[src/rtl/mont_result_corrector_if.sv]
// Bus bundle for mont_result_corrector.
// Carries the start/flag/busy/done control handshake and the three memory
// ports (result-memory read, modulus-memory read, destination write).
//   slave  : the corrector itself (drives busy/done, read requests, writes)
//   master : the requester plus the memories (drives start, flag, read data)
interface mont_result_corrector_if #(
  parameter int RADIX      = 32,
  parameter int WIDTH_REAL = 14
);
  localparam int RES_DEPTH = (WIDTH_REAL + 1) / 2;
  localparam int RES_AW    = (RES_DEPTH > 1) ? $clog2(RES_DEPTH) : 1;
  localparam int OUT_AW    = (WIDTH_REAL > 1) ? $clog2(WIDTH_REAL) : 1;

  logic                   start;
  logic                   negative_res_need_correction;
  logic                   busy;
  logic                   done;
  logic                   mult_mem_res_rd_en;
  logic [RES_AW-1:0]      mult_mem_res_rd_addr;
  logic [2*RADIX-1:0]     mult_mem_res_dout;
  logic                   mem_p_rd_en;
  logic [OUT_AW-1:0]      mem_p_rd_addr;
  logic [RADIX-1:0]       mem_p_dout;
  logic                   out_wr_en;
  logic [OUT_AW-1:0]      out_wr_addr;
  logic [RADIX-1:0]       out_din;

  modport slave (
    input  start, negative_res_need_correction, mult_mem_res_dout, mem_p_dout,
    output busy, done, mult_mem_res_rd_en, mult_mem_res_rd_addr,
           mem_p_rd_en, mem_p_rd_addr, out_wr_en, out_wr_addr, out_din
  );

  modport master (
    output start, negative_res_need_correction, mult_mem_res_dout, mem_p_dout,
    input  busy, done, mult_mem_res_rd_en, mult_mem_res_rd_addr,
           mem_p_rd_en, mem_p_rd_addr, out_wr_en, out_wr_addr, out_din
  );
endinterface

[src/rtl/mont_result_corrector.sv]
// Montgomery result corrector.
// Streams the multiplier result t (two words per memory entry) and, when the
// latched correction flag is set, the modulus p, and writes
// out = t + (corr ? p : 0) mod 2^(RADIX*WIDTH_REAL) one word per cycle,
// least significant word first.
// Ports:
//   clk  : rising-edge clock
//   rst  : synchronous active-high reset
//   bus  : mont_result_corrector_if.slave (start/flag/busy/done and the
//          result-read, modulus-read and destination-write memory ports)
module mont_result_corrector #(
  parameter int RADIX      = 32,
  parameter int WIDTH_REAL = 14
) (
  input  logic                    clk,
  input  logic                    rst,
  mont_result_corrector_if.slave  bus
);
  localparam int RES_DEPTH = (WIDTH_REAL + 1) / 2;
  localparam int RES_AW    = (RES_DEPTH > 1) ? $clog2(RES_DEPTH) : 1;
  localparam int OUT_AW    = (WIDTH_REAL > 1) ? $clog2(WIDTH_REAL) : 1;
  localparam logic [OUT_AW-1:0] LAST = OUT_AW'(WIDTH_REAL - 1);

  typedef enum logic [1:0] {IDLE, RUN, FLUSH, DONE} state_t;

  state_t            state, state_next;
  logic [OUT_AW-1:0] j;        // word index of the read being issued
  logic [OUT_AW-1:0] j_d;      // word index whose read data is arriving
  logic              val_d;    // read data for word j_d is valid this cycle
  logic              corr;
  logic              carry;
  logic              run;
  logic [RADIX-1:0]  t_word;
  logic [RADIX-1:0]  p_word;
  logic [RADIX:0]    sum;

  assign run = (state == RUN);

  always_ff @(posedge clk) begin
    if (rst) state <= IDLE;
    else     state <= state_next;
  end

  // FLUSH waits for the registered write of the last word to be on the port,
  // so DONE lands exactly one cycle after the final write.
  always_comb begin
    state_next = state;
    case (state)
      IDLE:    if (bus.start) state_next = RUN;
      RUN:     if (j == LAST) state_next = FLUSH;
      FLUSH:   if (bus.out_wr_en && bus.out_wr_addr == LAST) state_next = DONE;
      DONE:    state_next = IDLE;
      default: state_next = IDLE;
    endcase
  end

  // Even words sit in the upper half of an entry, odd words in the lower half.
  // For odd WIDTH_REAL the final j is even, so the lower half of the last
  // entry is never selected.
  assign t_word = j_d[0] ? bus.mult_mem_res_dout[RADIX-1:0]
                         : bus.mult_mem_res_dout[2*RADIX-1:RADIX];
  assign p_word = corr ? bus.mem_p_dout : '0;
  assign sum    = {1'b0, t_word} + {1'b0, p_word} + {{RADIX{1'b0}}, carry};

  always_ff @(posedge clk) begin
    if (rst) begin
      j               <= '0;
      j_d             <= '0;
      val_d           <= 1'b0;
      corr            <= 1'b0;
      carry           <= 1'b0;
      bus.out_wr_en   <= 1'b0;
      bus.out_wr_addr <= '0;
      bus.out_din     <= '0;
    end else begin
      val_d         <= run;
      j_d           <= j;
      bus.out_wr_en <= val_d;
      if (val_d) begin
        bus.out_wr_addr <= j_d;
        bus.out_din     <= sum[RADIX-1:0];
        carry           <= sum[RADIX];
      end
      if (state == IDLE && bus.start) begin
        j     <= '0;
        corr  <= bus.negative_res_need_correction;
        carry <= 1'b0;
      end else if (run && j != LAST) begin
        j <= j + 1'b1;
      end
    end
  end

  assign bus.busy                 = run || (state == FLUSH);
  assign bus.done                 = (state == DONE);
  assign bus.mult_mem_res_rd_en   = run;
  assign bus.mult_mem_res_rd_addr = run ? RES_AW'(j >> 1) : '0;
  assign bus.mem_p_rd_en          = run && corr;
  assign bus.mem_p_rd_addr        = (run && corr) ? j : '0;
endmodule

[src/flat_wrapper.sv]
// flat-port wrapper written by rule: the top's interface ports become plain ports
module mont_result_corrector_flat 
#(
  parameter int RADIX      = 32,
  parameter int WIDTH_REAL = 14
)
  (clk, rst, bus_start, bus_negative_res_need_correction, bus_mult_mem_res_dout, bus_mem_p_dout, bus_busy, bus_done, bus_mult_mem_res_rd_en, bus_mult_mem_res_rd_addr, bus_mem_p_rd_en, bus_mem_p_rd_addr, bus_out_wr_en, bus_out_wr_addr, bus_out_din);
  mont_result_corrector_if #(.RADIX(RADIX), .WIDTH_REAL(WIDTH_REAL)) bus_i ();
  input  logic clk;
  input  logic rst;
  input wire logic [$bits(bus_i.start)-1:0] bus_start;
  input wire logic [$bits(bus_i.negative_res_need_correction)-1:0] bus_negative_res_need_correction;
  input wire logic [$bits(bus_i.mult_mem_res_dout)-1:0] bus_mult_mem_res_dout;
  input wire logic [$bits(bus_i.mem_p_dout)-1:0] bus_mem_p_dout;
  output wire logic [$bits(bus_i.busy)-1:0] bus_busy;
  output wire logic [$bits(bus_i.done)-1:0] bus_done;
  output wire logic [$bits(bus_i.mult_mem_res_rd_en)-1:0] bus_mult_mem_res_rd_en;
  output wire logic [$bits(bus_i.mult_mem_res_rd_addr)-1:0] bus_mult_mem_res_rd_addr;
  output wire logic [$bits(bus_i.mem_p_rd_en)-1:0] bus_mem_p_rd_en;
  output wire logic [$bits(bus_i.mem_p_rd_addr)-1:0] bus_mem_p_rd_addr;
  output wire logic [$bits(bus_i.out_wr_en)-1:0] bus_out_wr_en;
  output wire logic [$bits(bus_i.out_wr_addr)-1:0] bus_out_wr_addr;
  output wire logic [$bits(bus_i.out_din)-1:0] bus_out_din;
  assign bus_i.start = bus_start;
  assign bus_i.negative_res_need_correction = bus_negative_res_need_correction;
  assign bus_i.mult_mem_res_dout = bus_mult_mem_res_dout;
  assign bus_i.mem_p_dout = bus_mem_p_dout;
  assign bus_busy = bus_i.busy;
  assign bus_done = bus_i.done;
  assign bus_mult_mem_res_rd_en = bus_i.mult_mem_res_rd_en;
  assign bus_mult_mem_res_rd_addr = bus_i.mult_mem_res_rd_addr;
  assign bus_mem_p_rd_en = bus_i.mem_p_rd_en;
  assign bus_mem_p_rd_addr = bus_i.mem_p_rd_addr;
  assign bus_out_wr_en = bus_i.out_wr_en;
  assign bus_out_wr_addr = bus_i.out_wr_addr;
  assign bus_out_din = bus_i.out_din;
  mont_result_corrector #(.RADIX(RADIX), .WIDTH_REAL(WIDTH_REAL)) u_core (.clk(clk), .rst(rst), .bus(bus_i));
endmodule
[config.mk]
export PLATFORM = sky130hd
export DESIGN_NAME = mont_result_corrector_flat
export DESIGN_NICKNAME = d
export VERILOG_FILES = /design/src/rtl/mont_result_corrector_if.sv /design/src/rtl/mont_result_corrector.sv /design/src/flat_wrapper.sv
export SDC_FILE = /design/constraint.sdc
export NUM_CORES = 1
export LEC_CHECK = 0
export ABC_AREA = 0
export CORE_ASPECT_RATIO = 0.8
export CORE_MARGIN = 1.5
export CORE_UTILIZATION = 41
export DETAILED_ROUTE_END_ITERATION = 8
export PLACE_DENSITY = 0.77
export SLEW_MARGIN = 20
export SYNTH_ARGS = -nofsm -noshare
export SYNTH_HDL_FRONTEND = slang
export SYNTH_SLANG_ARGS = --single-unit
[constraint.sdc]
create_clock -name clk -period 3.6 [get_ports clk]
set_input_delay 0.72 -clock clk [delete_from_list [all_inputs] [get_ports clk]]
set_output_delay 0.72 -clock clk [all_outputs]
set_load 0.02 [all_outputs]
==> flow_summary.json <==
{
  "io_pins": 148,
  "slowest_delay_ns": 0.41,
  "clkTransAtPathRegs_ns": 0.07,
  "slowest_stage": "nor3b_1",
  "grt_pass1_vias": 4028,
  "grtUsageTotal_pct": 20.9,
  "max-clock-path-buffers": 2,
  "fin_util_pct": 62.5,
  "avgSynthCellArea_um2": 8.59,
  "synthesis.area_um2": 4090,
  "ys_warn_count": 0,
  "p_clk_share_pct": 21.1,
  "yosysSeqAreaShare_pct": 24.5,
  "design_area_um2": 6030,
  "drive_above_1_share_pct": 13.4,
  "diodes": 0,
  "switching_power_mw": 0.985,
  "fmax_ghz": 0.288,
  "required_ns": 3.77,
  "drv_cap": 0,
  "path_max_fanout": 2,
  "grt_pass1_wl_mm": 18.3,
  "tightest_slew_ns": 0.751,
  "synth_top_area_cell": "dfxtp_1",
  "ys_ff_latch": 50,
  "hpwl_mm": 8.91,
  "drt_iter0_markers": 108,
  "netSwitchingFraction_pct": 37.3,
  "fp.coreArea_um2": 9650,
  "comb_power_share_pct": 50.8,
  "yosys.cell_types.count": 58,
  "slew_violations": 0,
  "async_reset_ff_share_pct": 0,
  "fin_skew_ns": 0.00698,
  "synth_ff_type": "dfxtp_1",
  "cts_num_sinks": 50,
  "cts_tree": "yes",
  "die_width_um": 115,
  "instances_no_fill": 771,
  "die_y_um": 92.3,
  "p_int_mw": 1.65,
  "synth_area_leaders": "dfxtp_1 (24%), ha_1 (12%), mux2_2 (8.5%)",
  "dp.cells": 763,
  "worstSetupPathType": "in -> reg",
  "dieArea_um2": 10600,
  "area_growth_pct": 47.6,
  "postCtsHoldBufs": 0,
  "cts_root_buffer": "clkbuf_16",
  "hold_class": "reg -> reg",
  "wirelength_mm": 11.2,
  "hold_violations": 0,
  "globalplace.congestion": 0.868,
  "grt_max_degree": 39,
  "hold_slack_ns": 0.475,
  "placed_area_um2": 5840,
  "p_per_area_nw_per_um2": 437,
  "layout.nets": 774,
  "cp-end-kind": "register",
  "synthTopCellsByCount": "nor2_1 (53), dfxtp_1 (50), ha_1 (38), and2_1 (33), mux2_2 (31)",
  "yosysMostFrequentCell": "nor2_1",
  "cts_buffers": 5,
  "final_antenna_net_count": 0,
  "ctsHtreeMaxLevel": 2,
  "vias": 4015,
  "vdd_drop_max_mv": 0.382,
  "slew_headroom_pct": 49.9,
  "antenna_found_initial": 0,
  "port_buffers": 147,
  "synth-edff-count": 0,
  "status": "completed",
  "leakagePower_nw": 2.56,
  "rows": 32,
  "drtPass1Iterations": 6,
  "critPathArrivalTime_ns": 3.64,
  "drc": 0,
  "insertion_delay_ns": 0.29,
  "finalCritPeriodShare_pct": 96.3,
  "setup_viol": 0,
  "grt.overflow.total": 0,
  "netlist.area_leader.share_pct": 24.5,
  "syn_inst": 476,
  "seqPwrFrac_pct": 28.1,
  "routed_via_density": 5.21,
  "min_period_ns": 3.47,
  "routedWlPerCell_um": 14.6,
  "crit_chain": "clkdlybuf4s50_1 -> mux2_2 -> ha_1 -> a21oi_2 -> inv_1 -> a31oi_1 -> nor3b_1 -> a21boi_2 -> a31o_1 -> a311oi_2 -> nor4b_1 -> a211o_1",
  "startpoint_type": "input pin",
  "initial_core_util_pct": 42.4,
  "syn_nets": 616
}
[stage by stage]
step	setup TNS, ns	power, mW	worst slack (ns)
6_report	0	2.64	0.132
5_1_grt	-0.000556	2.81	-0.000556
4_1_cts	0	2.65	0.00840
3_5_place_dp	-1.45	2.08	-0.270
3_3_place_gp	-0.787	2.04	-0.208
2_1_floorplan	0	1.58	0.253
[worst paths after layout]
check / depth (start not counted) / to / from / slack [ns]
worst max-delay path: 12 / u_core.bus.out_din[31] / bus_mult_mem_res_dout[10] / 0.13
worst min-delay path: 2 / u_core.bus.out_wr_addr[3] / u_core.j_d[3] / 0.47
worst max register to register: 12 / u_core.bus.out_din[31] / u_core.j_d[0] / 0.19
worst min register to register: 2 / u_core.bus.out_wr_addr[3] / u_core.j_d[3] / 0.47
[power by group through the flow]
stage	logic (mW)	clock network, mW	registers (mW)
2_1_floorplan	0.798	0	0.784
3_3_place_gp	1.29	0	0.750
3_5_place_dp	1.33	0	0.752
4_1_cts	1.34	0.568	0.741
5_1_grt	1.47	0.588	0.754
6_report	1.34	0.557	0.741
[layout by cell type (no fill, tap or decap), types with 3 or more instances in the layout]
master	Yosys	final
and3_1	6	6
xor2_1	8	8
dfxtp_1	50	48
a211o_1	3	3
o31ai_1	4	4
xnor2_1	16	16
nand4_1	7	7
a21o_1	19	19
or3_1	3	3
nand2b_1	4	4
buf_4	0	27
a21oi_1	26	26
o21ai_0	9	8
o21a_1	3	3
nor3b_1	7	7
and2_1	33	33
a31oi_1	5	4
nor3_1	4	4
inv_1	16	16
nor2b_1	4	4
mux2i_1	24	24
a211oi_1	8	8
mux2_2	31	31
clkdlybuf4s50_1	0	146
nor4b_1	3	3
nand2_1	28	28
clkbuf_16	0	5
nor2_1	53	53
nand3_1	5	5
ha_1	38	38
[critical path: cells and delay by family]
family / cells / cell delay, ns
compound gates: 6 / 1.40
fa+ha+maj: 1 / 0.30
buf+inv: 2 / 0.45
mux: 1 / 0.27
simple gates: 2 / 0.51
[flip-flops by register name, indices dropped and copies added (netlist names)]
register	cells
u_core.bus.out_din	32
u_core.val_d	1
u_core.carry	1
u_core.j_d	4
u_core.bus.out_wr_addr	4
u_core.corr	1
u_core.bus.out_wr_en	1
u_core.state	2
u_core.j	4
[cells by family (layout without fill, tap and decap cells)]
kind of cell	count (synthesis)	count (layout)	share of synthesized area (%)
AOI/OAI and AO/OA	107	107	19.6
xor gates and xnor gates	24	24	5.14
adders and majority gates	40	40	12.6
buffers and inverters	39	198	3.70
DFF	50	50	24.5
muxes	55	55	14.4
and+or+nand+nor	161	161	20.1
[per-layer routing]
layer	track usage, %	part of all wire [%]
met1	26.6	45
met5	0	0
met3	4.38	6.9
met4	3.02	0.77
met2	37.2	47
[cell type report]
type                            count  area (um2)
Clock buffer                        5         125
Clock inverter                      3        47.5
Fill cell                         840        3610
Multi-Input combinational cell    387        2960
Timing Repair Buffer              174        1670
Inverter                           16        60.1
Sequential cell                    50        1000
Tap cell                          136         170
[timing repair]
| action | in CTS | in global routing |
|---|---|---|
| setup endpoints to repair | 0 | 7 |
| gates resized for setup | 0 | 4 |
| buffers inserted | 0 | 0 |
No activity file was read; power rests on OpenSTA's default activity.
